--- src/rtl/rom_fetch_sequencer.sv ---
// Program-counter-driven fetch unit: walks the instruction ROM and hands each word
// to decode through a one-entry valid/ready output register, with branch redirect.
module rom_fetch_sequencer #(
  parameter int ADDR_WIDTH = 5,
  parameter int DATA_WIDTH = 32,
  parameter int PROG_LEN   = 19
) (
  input  logic                  clk,
  input  logic                  reset,
  input  logic                  start,
  output logic [ADDR_WIDTH-1:0] rom_address,
  output logic                  rom_enable,
  input  logic [DATA_WIDTH-1:0] rom_data,
  output logic [DATA_WIDTH-1:0] instr,
  output logic [ADDR_WIDTH-1:0] instr_pc,
  output logic                  instr_valid,
  input  logic                  instr_ready,
  input  logic                  redirect,
  input  logic [ADDR_WIDTH-1:0] redirect_addr,
  output logic                  busy,
  output logic                  done,
  output logic [1:0]            state_dbg
);

  typedef enum logic [1:0] {IDLE, FETCH, DRAIN, DONE} state_t;

  localparam logic [ADDR_WIDTH-1:0] LAST_PC  = ADDR_WIDTH'(PROG_LEN - 1);
  localparam logic [ADDR_WIDTH:0]   PROG_END = (ADDR_WIDTH + 1)'(PROG_LEN);

  state_t                state;
  logic [ADDR_WIDTH-1:0] pc;
  logic                  cap;
  logic                  redirect_in_range;

  // Handshake: an entry transfers on a clock edge where instr_valid & instr_ready.
  // The output slot can take a new word when it is empty or being drained this cycle.
  assign cap               = !instr_valid || instr_ready;
  assign redirect_in_range = {1'b0, redirect_addr} < PROG_END;

  assign rom_address = pc;
  assign rom_enable  = (state == FETCH);
  assign busy        = (state == FETCH) || (state == DRAIN);
  assign done        = (state == DONE);
  assign state_dbg   = state;

  always_ff @(posedge clk) begin
    if (reset) begin
      state       <= IDLE;
      pc          <= '0;
      instr       <= '0;
      instr_pc    <= '0;
      instr_valid <= 1'b0;
    end else begin
      case (state)
        IDLE, DONE: begin
          if (start) begin
            pc    <= '0;
            state <= FETCH;
          end
        end
        FETCH: begin
          // Redirect wins over capture; the pending entry is dropped, not consumed.
          if (redirect) begin
            instr_valid <= 1'b0;
            if (redirect_in_range) pc <= redirect_addr;
            else                   state <= DONE;
          end else if (cap) begin
            instr       <= rom_data;
            instr_pc    <= pc;
            instr_valid <= 1'b1;
            pc          <= pc + 1'b1;
            if (pc == LAST_PC) state <= DRAIN;
          end
        end
        DRAIN: begin
          if (redirect) begin
            instr_valid <= 1'b0;
            if (redirect_in_range) begin
              pc    <= redirect_addr;
              state <= FETCH;
            end else begin
              state <= DONE;
            end
          end else if (cap) begin
            instr_valid <= 1'b0;
            state       <= DONE;
          end
        end
        default: state <= IDLE;
      endcase
    end
  end

endmodule

--- config.mk ---
export PLATFORM = sky130hd
export DESIGN_NAME = rom_fetch_sequencer
export DESIGN_NICKNAME = d
export VERILOG_FILES = /design/src/rtl/rom_fetch_sequencer.sv
export SDC_FILE = /design/constraint.sdc
export NUM_CORES = 1
export LEC_CHECK = 0
export CAP_MARGIN = 20
export CORE_UTILIZATION = 25
export DETAILED_ROUTE_END_ITERATION = 6
export SLEW_MARGIN = 20
export SYNTH_ARGS = -nofsm -noshare
export SYNTH_HDL_FRONTEND = slang
export SYNTH_SLANG_ARGS = --single-unit
--- constraint.sdc ---
create_clock -name clk -period 3.9 [get_ports clk]
set_input_delay 1.17 -clock clk [delete_from_list [all_inputs] [get_ports clk]]
set_output_delay 1.17 -clock clk [all_outputs]
set_load 0.02 [all_outputs]
Word level (Yosys, flattened, before mapping)
Index checks and enable logic that the tools add are counted.
W data, S select, Z words.
- memories kept: 0
- word-level logic and storage cells: 48
- bits in writable memories: 0
- bits in latches: 0
- input bits: 42
- memory bits (read-only): 0
- flip-flop bits (word level): 45
- add/sub/neg operators: 1
- bitwise gates (word level): 1
- equal/unequal tests: 10
- order comparisons: 1
- reduce and logical (&&, ||, !) cells: 10
- divide/modulo/power cells: 0
- shift operators: 0
- mux-type cells: 20
- multipliers: 0
- operator list (cell ; number):
    $mux W5 ; 5
    $mux W2 ; 8
    $pmux W5 S3 ; 1
    $reduce_and A3 Y1 ; 3
    $ne A3 B1 Y1 const B ; 2
    $ne A3 B3 Y1 const B ; 2
    $pmux W2 S3 ; 1
    $add A5 B1 Y5 const B ; 1
    $eq A5 B5 Y1 const B ; 1
    $lt A5 B5 Y1 const B ; 1
    $reduce_and A5 Y1 ; 1
    $eq A2 B2 Y1 const B ; 2
    $mux W1 ; 4
    $ne A2 B2 Y1 const B ; 2
    $eq A2 B1 Y1 const B ; 1
    $logic_not A2 Y1 ; 1
    $logic_or A1 B1 Y1 ; 2
    $pmux W1 S2 ; 1
    $reduce_bool A2 Y1 ; 1
    $reduce_or A2 Y1 ; 1
    $logic_not A1 Y1 ; 1
    $not A1 Y1 ; 1

Logic depth before layout (Yosys ltp)
- depth in word-level cells: 5
- depth in mapped cells: 9
- depth with buffers taken out: 7

Least setup slack after synthesis
OpenSTA, ideal clock, no wires.
- kind: input to register
- start point: in redirect
- end point: reg pc[3] (netlist: rom_address[3])
- data required time: 3.776 ns
- cell stages on the path: 5
- arrival: 2.201 ns
- buffers on the path: 1
- setup slack: 1.574 ns
- library setup time: 0.124 ns
- cells stage by stage: buf_6 > a21oi_1 > o22ai_1 > a211oi_1 > o31ai_2
- word-level cells in the longest chain between the ends: 2
- elaborated cells between the ends (all ways): 5
- ends and longest elaborated chain (what ; RTL line ; source):
    start: declaration ; 18 ; input logic redirect,
    $ne A3 B1 Y1 (no source line) (tied with other cells) ; n/a ;
    $reduce_and A3 Y1 (no source line) or $pmux W5 S3 (tied branches) ; n/a ;
    end signal: assignment ; 65 ; if (redirect_in_range) pc <= redirect_addr;
    end signal: assignment ; 71 ; pc <= pc + 1'b1;
    end signal: assignment ; 79 ; pc <= redirect_addr;
    end: declaration ; 31 ; logic [ADDR_WIDTH-1:0] pc;
Parallel ways exist; a longest one is shown, timed or not.
A chain may end at the register's enable or synchronous reset.

Final worst setup path
- start point: reg state[0] (netlist: state_dbg[0])
- end point: out busy
- word-level cells in the longest chain between the ends: 2
- elaborated cells between the ends (all ways): 3
- ends and longest elaborated chain (what ; RTL line ; source):
    start: declaration ; 30 ; state_t state;
    start signal: assignment ; 48 ; state <= IDLE;
    start signal: assignment ; 58 ; state <= FETCH;
    start signal: assignment ; 66 ; else state <= DONE;
    $eq A2 B1 Y1 or $eq A2 B2 Y1 (tied branches) ; 42 ; assign busy = (state == FETCH) || (state == DRAIN);
    $logic_or A1 B1 Y1 * ; 42 ;
    end: declaration ; 20 ; output logic busy,
Mark *: on every way between the ends. The rest lies on a longest branch, timed or not.

==> reports/metrics.yaml <==
clock_network:
  cts_buffers: 5
  ctsHoldBuffers: 0
  clockBufferDepth: 2
  cts_setup_buffers: 0
  cts_resized: 0
  h-tree-depth: 2
  clkSlewWorstSetupHoldPaths_ps: 80
  cts_tree: "yes"
  root_buffer: "clkbuf_8"
  worstSkewPairLatency_ps: 290
  cts_sinks: 45
cells_and_area:
  final_util_pct: 40.5
  drive_above_1_share_pct: 5.18
  layout_commonest_cell: "clkdlybuf4s50_1"
  diodes: 0
  final_net_count: 374
  syn_to_final_growth_pct: 53.2
  layout_common_cells: "88 x clkdlybuf4s50_1, 77 x nand2_1, 45 x dfxtp_1"
critical_path:
  cp.required_ps: 2730
  worstSetupEndpointType: "output pin"
  r2r_setup_slack_ps: 1690
  r2r-start: "state_dbg[0]$_SDFFE_PP0P_"
  arrival_ps: 1970
  crit_type: "reg2out"
  r2r_end: "rom_address[3]$_SDFFE_PP0P_"
  worstSetupStartpoint: "state_dbg[0]$_SDFFE_PP0P_"
  startpoint_type: "flop"
  reg2reg_depth: 7
  worst-path-max-fanout: 10
die:
  core_um2: 7450
  die_w_um: 90.8
  boundaryPins: 90
  initial_core_util_pct: 26.4
  die-area_um2: 8240
  die_h_um: 90.8
  rows: 31
min_path:
  min-delay-start: "instr[10]$_SDFFE_PP0P_"
  hold_path_class: "reg2reg"
  min_path_cells: 2
  hold_path_end: "instr[10]$_SDFFE_PP0P_"
synthesis:
  ys_seq_area_share_pct: 45.7
  syn-num-nets: 292
  synth_cell_types: 40
  ys_ff_latch: 45
  syn_avg_cell_area_um2: 8.04
  synth_edf_count: 0
  synthCells: 245
  ys.flop_type: "dfxtp_1"
  yosys_warnings: 0
  syn-cell-area_um2: 1970
  ys_async_sr_fraction_pct: 0
sta:
  drv_slew: 0
  hold_viol: 0
  worst_slew_pin_slew_ps: 894
  fmaxAchievable_mhz: 318
  whs_ps: 457
  rsz0062_at_grt: "no"
  period_needed_ps: 3140
  setup_viol: 0
  min_period_over_period_pct: 80.6
  slew-limit-headroom_pct: 40.4
  fin_worst_skew_ps: 5.22
  setup_tns_ps: 0
global_routing:
  grt-ovfl-total: 0
  track_usage_pct: 13.0
  grt_pass1_wl_um: 8840
  grt_max_degree: 49
  grt_pass1_vias: 1914
  grt_antenna_before_repair: 0
placement:
  port_buffers: 89
  routabilityCongestion: 0.806
  dp_hpwl_um: 3590
drt:
  drt-initial-drc-count: 80
  wirelength_um: 5180
  wire_per_inst_um: 12.1
  drc: 0
  via_count: 1937
  ant_nets: 0
  firstDrtPassIters: 4
  vias_per_cell: 4.54
power_and_ir_drop:
  ir_drop_v: 0.000138
  p_leak_uw: 0.00105
  power_density_nw_per_um2: 407
outcome:
  status: "complete, no violations"
job:
  maxCapViolations: 0
-- report_power, final --
group / internal (µW) / total (µW) / switching, µW
Sequential: 494 / 517 / 23.3
Combinational: 164 / 361 / 196
Clock: 192 / 349 / 157
Total: 851 / 1230 / 377
-- per-stage QoR --
step                      total power [µW]  setup slack, ps  cell area [µm²]  cells
after global placement                 888              874             2910    419
after detailed placement               892              806             2910    419
after CTS                             1250              745             3020    427
after floorplan                        743             1570             1970    245
final                                 1230              758             3020    427
after global routing                  1300              656             3020    427
-- layer usage --
metal	GRT usage, %	part of all wire, %	routed length [µm]	up-vias
met1	16.4	47	2430	880
met4	3.76	0.33	17	0
li1	-	-	-	991
met5	0	0	0	-
met3	3.54	6.5	337	2
met2	21.5	46	2390	64
-- state kept, by name (all words and copies together), names as in the netlist --
signal	flops
instr	32
instr_pc	5
rom_address	5
state_dbg	2
instr_valid	1
-- cell usage after synthesis (2+ instances only) --
cell / instances / area [µm²]
a21oi_1: 44 / 220
buf_4: 4 / 30.0
inv_1: 7 / 26.3
o22ai_1: 5 / 31.3
nand2_1: 77 / 289
nand3b_1: 2 / 15.0
buf_2: 5 / 25.0
and3_1: 2 / 12.5
dfxtp_1: 45 / 901
clkbuf_1: 5 / 18.8
nor2_1: 7 / 26.3
o21a_1: 2 / 15.0
nand3_1: 2 / 10.0
buf_6: 3 / 33.8
a211oi_1: 3 / 22.5
o32ai_1: 2 / 17.5
nand2b_1: 3 / 18.8
ha_1: 5 / 62.6
-- critical path: stages, from the launching register on --
cell and delay [ps]:
dfxtp_1 410, inv_1 70, ha_1 450, inv_1 140
clkdlybuf4s50_1 610
-- how the worst max path moves through the flow --
stage                                       end  slack [ps]
floorplan           rom_address[3]$_SDFFE_PP0P_        1570
detailed placement    state_dbg[1]$_SDFFE_PP0P_         810
CTS                                        busy         750
global placement      state_dbg[1]$_SDFFE_PP0P_         870
finish                                     busy         760
global route                               busy         660
-- cell families (layout without fill, tap and decap cells) --
logic type | count (synthesis) | after routing | synth area share [%]
compound gates | 66 | 66 | 19.9
buf+inv | 24 | 107 | 6.80
flops | 45 | 45 | 45.7
fa+ha+maj | 5 | 5 | 3.18
simple gates | 105 | 105 | 24.3
-- area by class of cell --
cell class	instances	area, µm²
fillers	783	4430
multi-input cells	176	946
repair buffers	92	908
flip-flops and latches	45	901
well taps	99	124
clock buffers	6	72.6
clock inverters	2	38.8
inverters	7	26.3
No activity file was read; power rests on OpenSTA's default activity.
